==> src/rtl/sobel_edge_filter.sv <==
// Sobel edge filter: 3x3 window in, saturated |Gx|+|Gy| and thresholded
// edge bit out, 3-stage pipeline with row/column tagging (eol/eof).
// Ports: clk, rstN (async low); window_in/window_in_valid in; threshold in;
//        edge_mag, edge_bit, edge_valid, edge_eol, edge_eof out.
module sobel_edge_filter #(
  parameter int ITEM_SIZE    = 8,
  parameter int IMAGE_WIDTH  = 512,
  parameter int IMAGE_HEIGHT = 512
) (
  input  logic                   clk,
  input  logic                   rstN,
  input  logic [9*ITEM_SIZE-1:0] window_in,
  input  logic                   window_in_valid,
  input  logic [ITEM_SIZE-1:0]   threshold,
  output logic [ITEM_SIZE-1:0]   edge_mag,
  output logic                   edge_bit,
  output logic                   edge_valid,
  output logic                   edge_eol,
  output logic                   edge_eof
);

  localparam int CW = $clog2(IMAGE_WIDTH);
  localparam int RW = $clog2(IMAGE_HEIGHT);
  localparam int SW = ITEM_SIZE + 2;

  logic [CW-1:0] col_cnt;
  logic [RW-1:0] row_cnt;

  logic [SW-1:0] p [3][3];

  always_comb begin
    for (int r = 0; r < 3; r++) begin
      for (int c = 0; c < 3; c++) begin
        p[r][c] = {2'b00, window_in[(3*r+c)*ITEM_SIZE +: ITEM_SIZE]};
      end
    end
  end

  logic last_col, last_row, qual;

  assign last_col = (col_cnt == CW'(IMAGE_WIDTH - 1));
  assign last_row = (row_cnt == RW'(IMAGE_HEIGHT - 3));
  // The first two beats of each row still carry columns of the previous row.
  assign qual     = window_in_valid && (col_cnt >= CW'(2));

  always_ff @(posedge clk or negedge rstN) begin
    if (!rstN) begin
      col_cnt <= '0;
      row_cnt <= '0;
    end else if (window_in_valid) begin
      if (last_col) begin
        col_cnt <= '0;
        row_cnt <= last_row ? '0 : row_cnt + RW'(1);
      end else begin
        col_cnt <= col_cnt + CW'(1);
      end
    end
  end

  logic          s1_valid, s1_eol, s1_eof;
  logic [SW-1:0] gx_pos, gx_neg, gy_pos, gy_neg;

  always_ff @(posedge clk or negedge rstN) begin
    if (!rstN) begin
      s1_valid <= 1'b0;
      s1_eol   <= 1'b0;
      s1_eof   <= 1'b0;
      gx_pos   <= '0;
      gx_neg   <= '0;
      gy_pos   <= '0;
      gy_neg   <= '0;
    end else begin
      s1_valid <= qual;
      s1_eol   <= qual && last_col;
      s1_eof   <= qual && last_col && last_row;
      if (qual) begin
        gx_pos <= p[0][2] + (p[1][2] << 1) + p[2][2];
        gx_neg <= p[0][0] + (p[1][0] << 1) + p[2][0];
        gy_pos <= p[2][0] + (p[2][1] << 1) + p[2][2];
        gy_neg <= p[0][0] + (p[0][1] << 1) + p[0][2];
      end
    end
  end

  logic               s2_valid, s2_eol, s2_eof;
  logic [SW-1:0]      abs_gx, abs_gy;
  logic signed [SW:0] gx, gy;

  assign gx = $signed({1'b0, gx_pos}) - $signed({1'b0, gx_neg});
  assign gy = $signed({1'b0, gy_pos}) - $signed({1'b0, gy_neg});

  always_ff @(posedge clk or negedge rstN) begin
    if (!rstN) begin
      s2_valid <= 1'b0;
      s2_eol   <= 1'b0;
      s2_eof   <= 1'b0;
      abs_gx   <= '0;
      abs_gy   <= '0;
    end else begin
      s2_valid <= s1_valid;
      s2_eol   <= s1_eol;
      s2_eof   <= s1_eof;
      if (s1_valid) begin
        abs_gx <= gx[SW] ? SW'(-gx) : SW'(gx);
        abs_gy <= gy[SW] ? SW'(-gy) : SW'(gy);
      end
    end
  end

  logic [SW:0]          sum;
  logic [ITEM_SIZE-1:0] sat;

  assign sum = {1'b0, abs_gx} + {1'b0, abs_gy};
  assign sat = (|sum[SW:ITEM_SIZE]) ? '1 : sum[ITEM_SIZE-1:0];

  always_ff @(posedge clk or negedge rstN) begin
    if (!rstN) begin
      edge_valid <= 1'b0;
      edge_eol   <= 1'b0;
      edge_eof   <= 1'b0;
      edge_mag   <= '0;
      edge_bit   <= 1'b0;
    end else begin
      edge_valid <= s2_valid;
      edge_eol   <= s2_eol;
      edge_eof   <= s2_eof;
      if (s2_valid) begin
        edge_mag <= sat;
        edge_bit <= (sat > threshold);
      end
    end
  end

endmodule

==> config.mk <==
export PLATFORM = sky130hd
export DESIGN_NAME = sobel_edge_filter
export DESIGN_NICKNAME = d
export VERILOG_FILES = /design/src/rtl/sobel_edge_filter.sv
export SDC_FILE = /design/constraint.sdc
export NUM_CORES = 1
export LEC_CHECK = 0
export ABC_CLOCK_PERIOD_IN_PS = 4800
export CAP_MARGIN = 20
export CORE_MARGIN = 2
export CORE_UTILIZATION = 57
export DETAILED_ROUTE_END_ITERATION = 8
export PLACE_DENSITY = 0.82
export SYNTH_ARGS = -nofsm -noshare
export SYNTH_HDL_FRONTEND = slang
export SYNTH_SLANG_ARGS = --single-unit
==> constraint.sdc <==
create_clock -name clk -period 4.8 [get_ports clk]
set_input_delay 0.48 -clock clk [delete_from_list [all_inputs] [get_ports clk]]
set_output_delay 0.48 -clock clk [all_outputs]
set_load 0.005 [all_outputs]
After elaboration in Yosys (flattened, before gate mapping)

Cells that the tools add are included.

Bitwise operators: 0
$add $sub $neg: 15
Shift-type cells: 0
Reductions and logical operators: 5
Equal/unequal tests: 2
Order comparisons: 2
Multiplexer cells: 5
Multipliers: 0
Div/mod/pow operators: 0

Operators with widths:

| kind                | number |
|---|---|
| $add 10x8->10       | 4 |
| $add 8x9->10        | 4 |
| $sub 10x10->11      | 2 |
| $mux 10             | 2 |
| $neg 10->10         | 2 |
| $add 9x1->9 const B | 2 |
| $eq 9x9->1 const B  | 2 |
| $mux 9              | 2 |
| $add 10x10->11      | 1 |
| $ge 9x2->1 const B  | 1 |
| $gt 8x8->1          | 1 |
| $mux 8              | 1 |
| $logic_and 1x1->1   | 3 |
| $reduce_or 3->1     | 1 |
| $reduce_and 2->1    | 1 |

RAM bits: 0
Output and inout port bits: 12
Bits in latches: 0
Word-level logic and storage cells: 48
Bits in registers: 96
Memories: 0
ROM bits: 0

Longest topological paths before layout

Depth in word-level cells: 4
Gate-level depth with buffers: 18
Gate-level depth less buffers: 18

Least setup slack after synthesis

OpenSTA, ideal clock, no wires.

Path kind: register to register
From: reg abs_gx[0]
To: reg edge_bit
Buffers on the path: 0
Data arrival time: 3328 ps
Clock period less this slack: 3468 ps
Setup slack: 1332 ps
Cell stages (with the launch flop): 19
Cells stage by stage: dfrtp_1 -> ha_1 -> fa_1 -> a21o_1 -> a21oi_1 -> o21bai_1 -> a21oi_1 -> o21ai_0 -> mux2i_1 -> or2_2 -> ha_1 -> nor2b_1 -> o21a_1 -> o21ai_0 -> nand2b_1 -> a21oi_1 -> o21ai_0 -> o311ai_0 -> o21ai_0

Longest elaborated chain between the ends: 4

RTL lines:

| item                     | line | source |
|---|---|---|
| start: declaration       | 86   | `logic [SW-1:0] abs_gx, abs_gy;` |
| start signal: assignment | 104  | `abs_gx <= gx[SW] ? SW'(-gx) : SW'(gx);` |
| $add 10x10->11 *         | 113  | `assign sum = {1'b0, abs_gx} + {1'b0, abs_gy};` |
| $reduce_or 3->1          | 114  | `assign sat = (\|sum[SW:ITEM_SIZE]) ? '1 : sum[ITEM_SIZE-1:0];` |
| $mux 8 *                 | 114  |  |
| via sat[1]               | 111  | `logic [ITEM_SIZE-1:0] sat;` |
| $gt 8x8->1 *             | 129  | `edge_bit <= (sat > threshold);` |
| end signal: assignment   | 129  |  |
| end: declaration         | 16   | `output logic edge_bit,` |

Mark *: on every way through the listed nets, which the timed path passes. The rest lies on a longest branch.
A chain may end at the register's enable or synchronous reset.

Worst setup path after layout

Ends and elaborated chain as after synthesis.

==> Flow_metrics.wiki <==
{| class="wikitable"
! Metric !! Value
|-
| Gr ovfl total || 0
|-
| Category of the worst setup path launch point || register
|-
| Master cell of the clock root buffer || clkbuf_16
|-
| Slowest CP cell || fa_1
|-
| Average footprint of a synthesized cell || 9.45 um^2
|-
| Relative area change from synthesis to final layout || 18.3%
|-
| Die span in y || between 100 and 150 um
|-
| Leakage power of the design || roughly 3.9 nW
|-
| Number of enable-type register cells in the synthesized netlist || 0
|-
| Largest net degree at the start of global routing || 56
|-
| Setup slack at placement || 0.971 ns
|-
| Max transition margin || roughly a third
|-
| Dominant combinational cell family by area after synthesis || adder cells
|-
| Highest cell delay on the worst timing path || approximately 0.40 ns
|-
| Number of antenna violations at the first check in global routing || 0
|-
| Final Setup Violations || 0
|-
| Half-perimeter wire length after placement || 12.8 mm
|-
| Crit path required time || around 5.0 ns
|-
| PnR worst setup slack || about 0.97 ns
|-
| Maximum VDD drop || roughly 0.31 mV
|-
| Number of I/O pins || 95
|-
| Post-synthesis instance total || 769
|-
| Critical path data arrival time || ~4.1 ns
|-
| Num rows || 41
|-
| Total of warnings raised by yosys || 0
|-
| Antenna cell count || 0
|-
| Maximum fanout count along the critical path || 8
|-
| Number of DRC markers in iteration 0 || a little under 300
|-
| Async set-or-reset flop fraction in the synthesized netlist || 100%
|-
| Portion of netlist area occupied by mux cells || roughly 2.3%
|-
| CTS tree || built
|-
| Run status || finished clean
|-
| Transition time at the pin with the least slew margin || roughly 1 ns
|-
| Total via count in the routed design || 5698
|-
| Width of the die || between 100 and 150 um
|-
| IO Port Bufs || between 80 and 90
|-
| Synthesized-area fraction occupied by and/or/nand/nor cells || a little over an eighth
|-
| Post-CTS setup repair buffer count || 0
|-
| Die area || about 0.014 mm^2
|-
| Number of storage elements in the synthesis netlist || between 90 and 100
|-
| CTS Sinks || between 90 and 100
|-
| Synthesized-area fraction occupied by ao, oa, aoi and oai cells || between 15 and 20%
|-
| Clock-pin slew on the worst setup and hold paths || approximately 0.07 ns
|-
| Final-report max-slew violation count || 0
|-
| Final total negative setup slack || 0 ns
|-
| CP endpoint kind || register
|-
| GRT Overall Usage || between 20 and 25%
|-
| Number of nets at the end of the flow || between 1000 and 1500
|-
| Via count of the first global-routing pass || roughly 5500
|-
| Number of hold buffers added after CTS || 0
|-
| WS Path Type || register to register
|-
| Post-layout min period || around 3.8 ns
|-
| Leading register cell type out of synthesis || dfrtp_1
|-
| Post-CTS resize count || 0
|-
| Ratio of total power to cell area || around 660 mW/mm^2
|-
| Wirelength, routed || roughly 16 mm
|-
| Count of nets left with antenna violations after detail routing || 0
|-
| Post-route clock skew || 0.00739 ns
|-
| Fraction of the mapped netlist area in adder cells || 23.6%
|-
| Initial core utilization || around 58%
|-
| Unrepaired setup endpoints after global routing || false
|-
| Count of maximum capacitance violations || 0
|-
| Total core area || approximately 0.013 mm^2
|-
| Classification of the worst-slack hold path || input pin to asynchronous set/reset pin
|-
| TritonCTS Buffers || 9
|-
| Cells traversed along the worst timing path || ha_1 > fa_1 > a21o_1 > a21oi_1 > o21bai_1 > a21oi_1 > o21ai_0 > mux2i_1 > or2_2 > ha_1 > nor2b_1 > o21a_1 > o21ai_0 > nand2b_1 > a21oi_1 > o21ai_0 > o311ai_0 > o21ai_0
|-
| Unique cell type count in the Yosys netlist || 55
|-
| Post-synthesis xor/xnor area fraction || 7.09%
|-
| Worst hold slack || 0.106 ns
|-
| Global-route wire length before repair || 25.7 mm
|-
| Buffers from clock root to sink, at most || 2
|-
| Post-Syn Area || just over 0.007 mm^2
|-
| Maximum level of the CTS H-tree || 3
|-
| Wire length per cell || around 15 um
|-
| Number of nets produced by synthesis || between 900 and 1000
|-
| DR DRC count || 0
|-
| Clock insertion delay at the later pin of the skew report || 0.35 ns
|-
| Fraction of final layout cells with drive strength greater than 1 || between 5 and 6%
|-
| Maximum clock frequency || 0.261 GHz
|-
| Number of iterations in the first detailed-routing pass || 4
|-
| Count of final hold-check violations || 0
|-
| Most Frequent Cell on Critical Path || o21ai_0
|-
| Share of the cycle needed by the critical path after routing || between 70% and 80%
|-
| Ratio of routed vias to standard cells || about 5.5
|-
| Routability congestion estimate from global placement || about 0.96
|-
| Leading cell type in the layout, fill and taps excluded || dfrtp_1
|-
| Register area share after synthesis || about 33%
|-
| Commonest cells after routing, fill and taps aside || dfrtp_1, clkdlybuf4s50_1, ha_1
|}
==> registers in the layout, indices dropped and copies added, names as in the netlist, 8 cells and up <==
register  count
edge_mag      8
gy_pos       10
col_cnt       9
abs_gx       10
gx_neg       10
abs_gy       10
gy_neg       10
gx_pos       10
row_cnt       9
==> layer usage <==
metal	track usage, %	vias to the layer above	wire (um)
met1	30.3	2690	6770
met3	4.99	29	755
met4	7.92	0	450
li1	-	2819	-
met2	42.2	160	7910
met5	0	-	0
==> stage by stage <==
step	instance area, um^2	std cells	utilization, %	total power (W)
after floorplan	7270	769	-	0.00404
after global placement	8280	1012	66.2	0.00466
after detailed placement	8280	1012	66.2	0.00485
after CTS	8600	1028	68.7	0.00565
after global routing	8600	1028	68.7	0.00615
final	8600	1028	68.7	0.00566
==> worst paths after layout <==
path | startpoint | endpoint | slack, ns | cells after the start
worst max register to register | abs_gx[0] | edge_bit | 0.97 | 18
worst min-delay path | rstN | col_cnt[4] | 0.11 | 1
max in group asynchronous | rstN | gy_pos[5] | 3.60 | 2
worst max-delay path | abs_gx[0] | edge_bit | 0.97 | 18
min in group clk | s1_eol | s2_eol | 0.35 | 0
worst min register to register | s1_eol | s2_eol | 0.35 | 0
==> worst max-delay path: cells and delay by family (launching register included) <==
| family | cells | cell delay, ns |
|---|---|---|
| muxes | 1 | 0.23 |
| DFF | 1 | 0.39 |
| adders and majority gates | 3 | 0.92 |
| AOI/OAI and AO/OA | 11 | 1.59 |
| and+or+nand+nor | 3 | 0.56 |
==> cells by family (layout without fill, tap and decap cells) <==
kind of cell,Yosys count,count (layout)
compound gates,199,199
xor+xnor,58,58
fa+ha+maj,116,116
buf+inv,82,169
flops,96,96
mux,15,15
simple gates,203,203
==> synth_stat cells (12+ instances only) <==
| library cell | number | share of area, % |
|---|---|---|
| mux2_2 | 12 | 1.9 |
| clkbuf_1 | 13 | 0.67 |
| nor2b_1 | 12 | 1.0 |
| dfrtp_1 | 96 | 33 |
| nand2_1 | 79 | 4.1 |
| a21o_1 | 23 | 2.4 |
| a21oi_1 | 49 | 3.4 |
| ha_1 | 81 | 14 |
| nand2b_1 | 17 | 1.5 |
| fa_1 | 35 | 9.6 |
| o21ai_0 | 71 | 4.9 |
| nor2_1 | 52 | 2.7 |
| a31oi_1 | 12 | 1.0 |
| xor2_1 | 22 | 2.7 |
| xnor2_1 | 35 | 4.2 |
| inv_1 | 65 | 3.4 |
==> area by class of cell <==
cell class,count,area (um^2)
multi-input combinational,591,4550
clock buffer,10,229
fill,968,3920
inverter,65,244
tap,172,215
timing repair buffer,88,873
clock inverter,6,83.8
sequential,96,2400
==> where the power goes <==
| group | internal [W] | switching (W) |
|---|---|---|
| sequential | 0.00111 | 0.000218 |
| combinational | 0.00160 | 0.00197 |
| clock | 0.000455 | 0.000306 |
No activity file was read; power rests on OpenSTA's default activity.
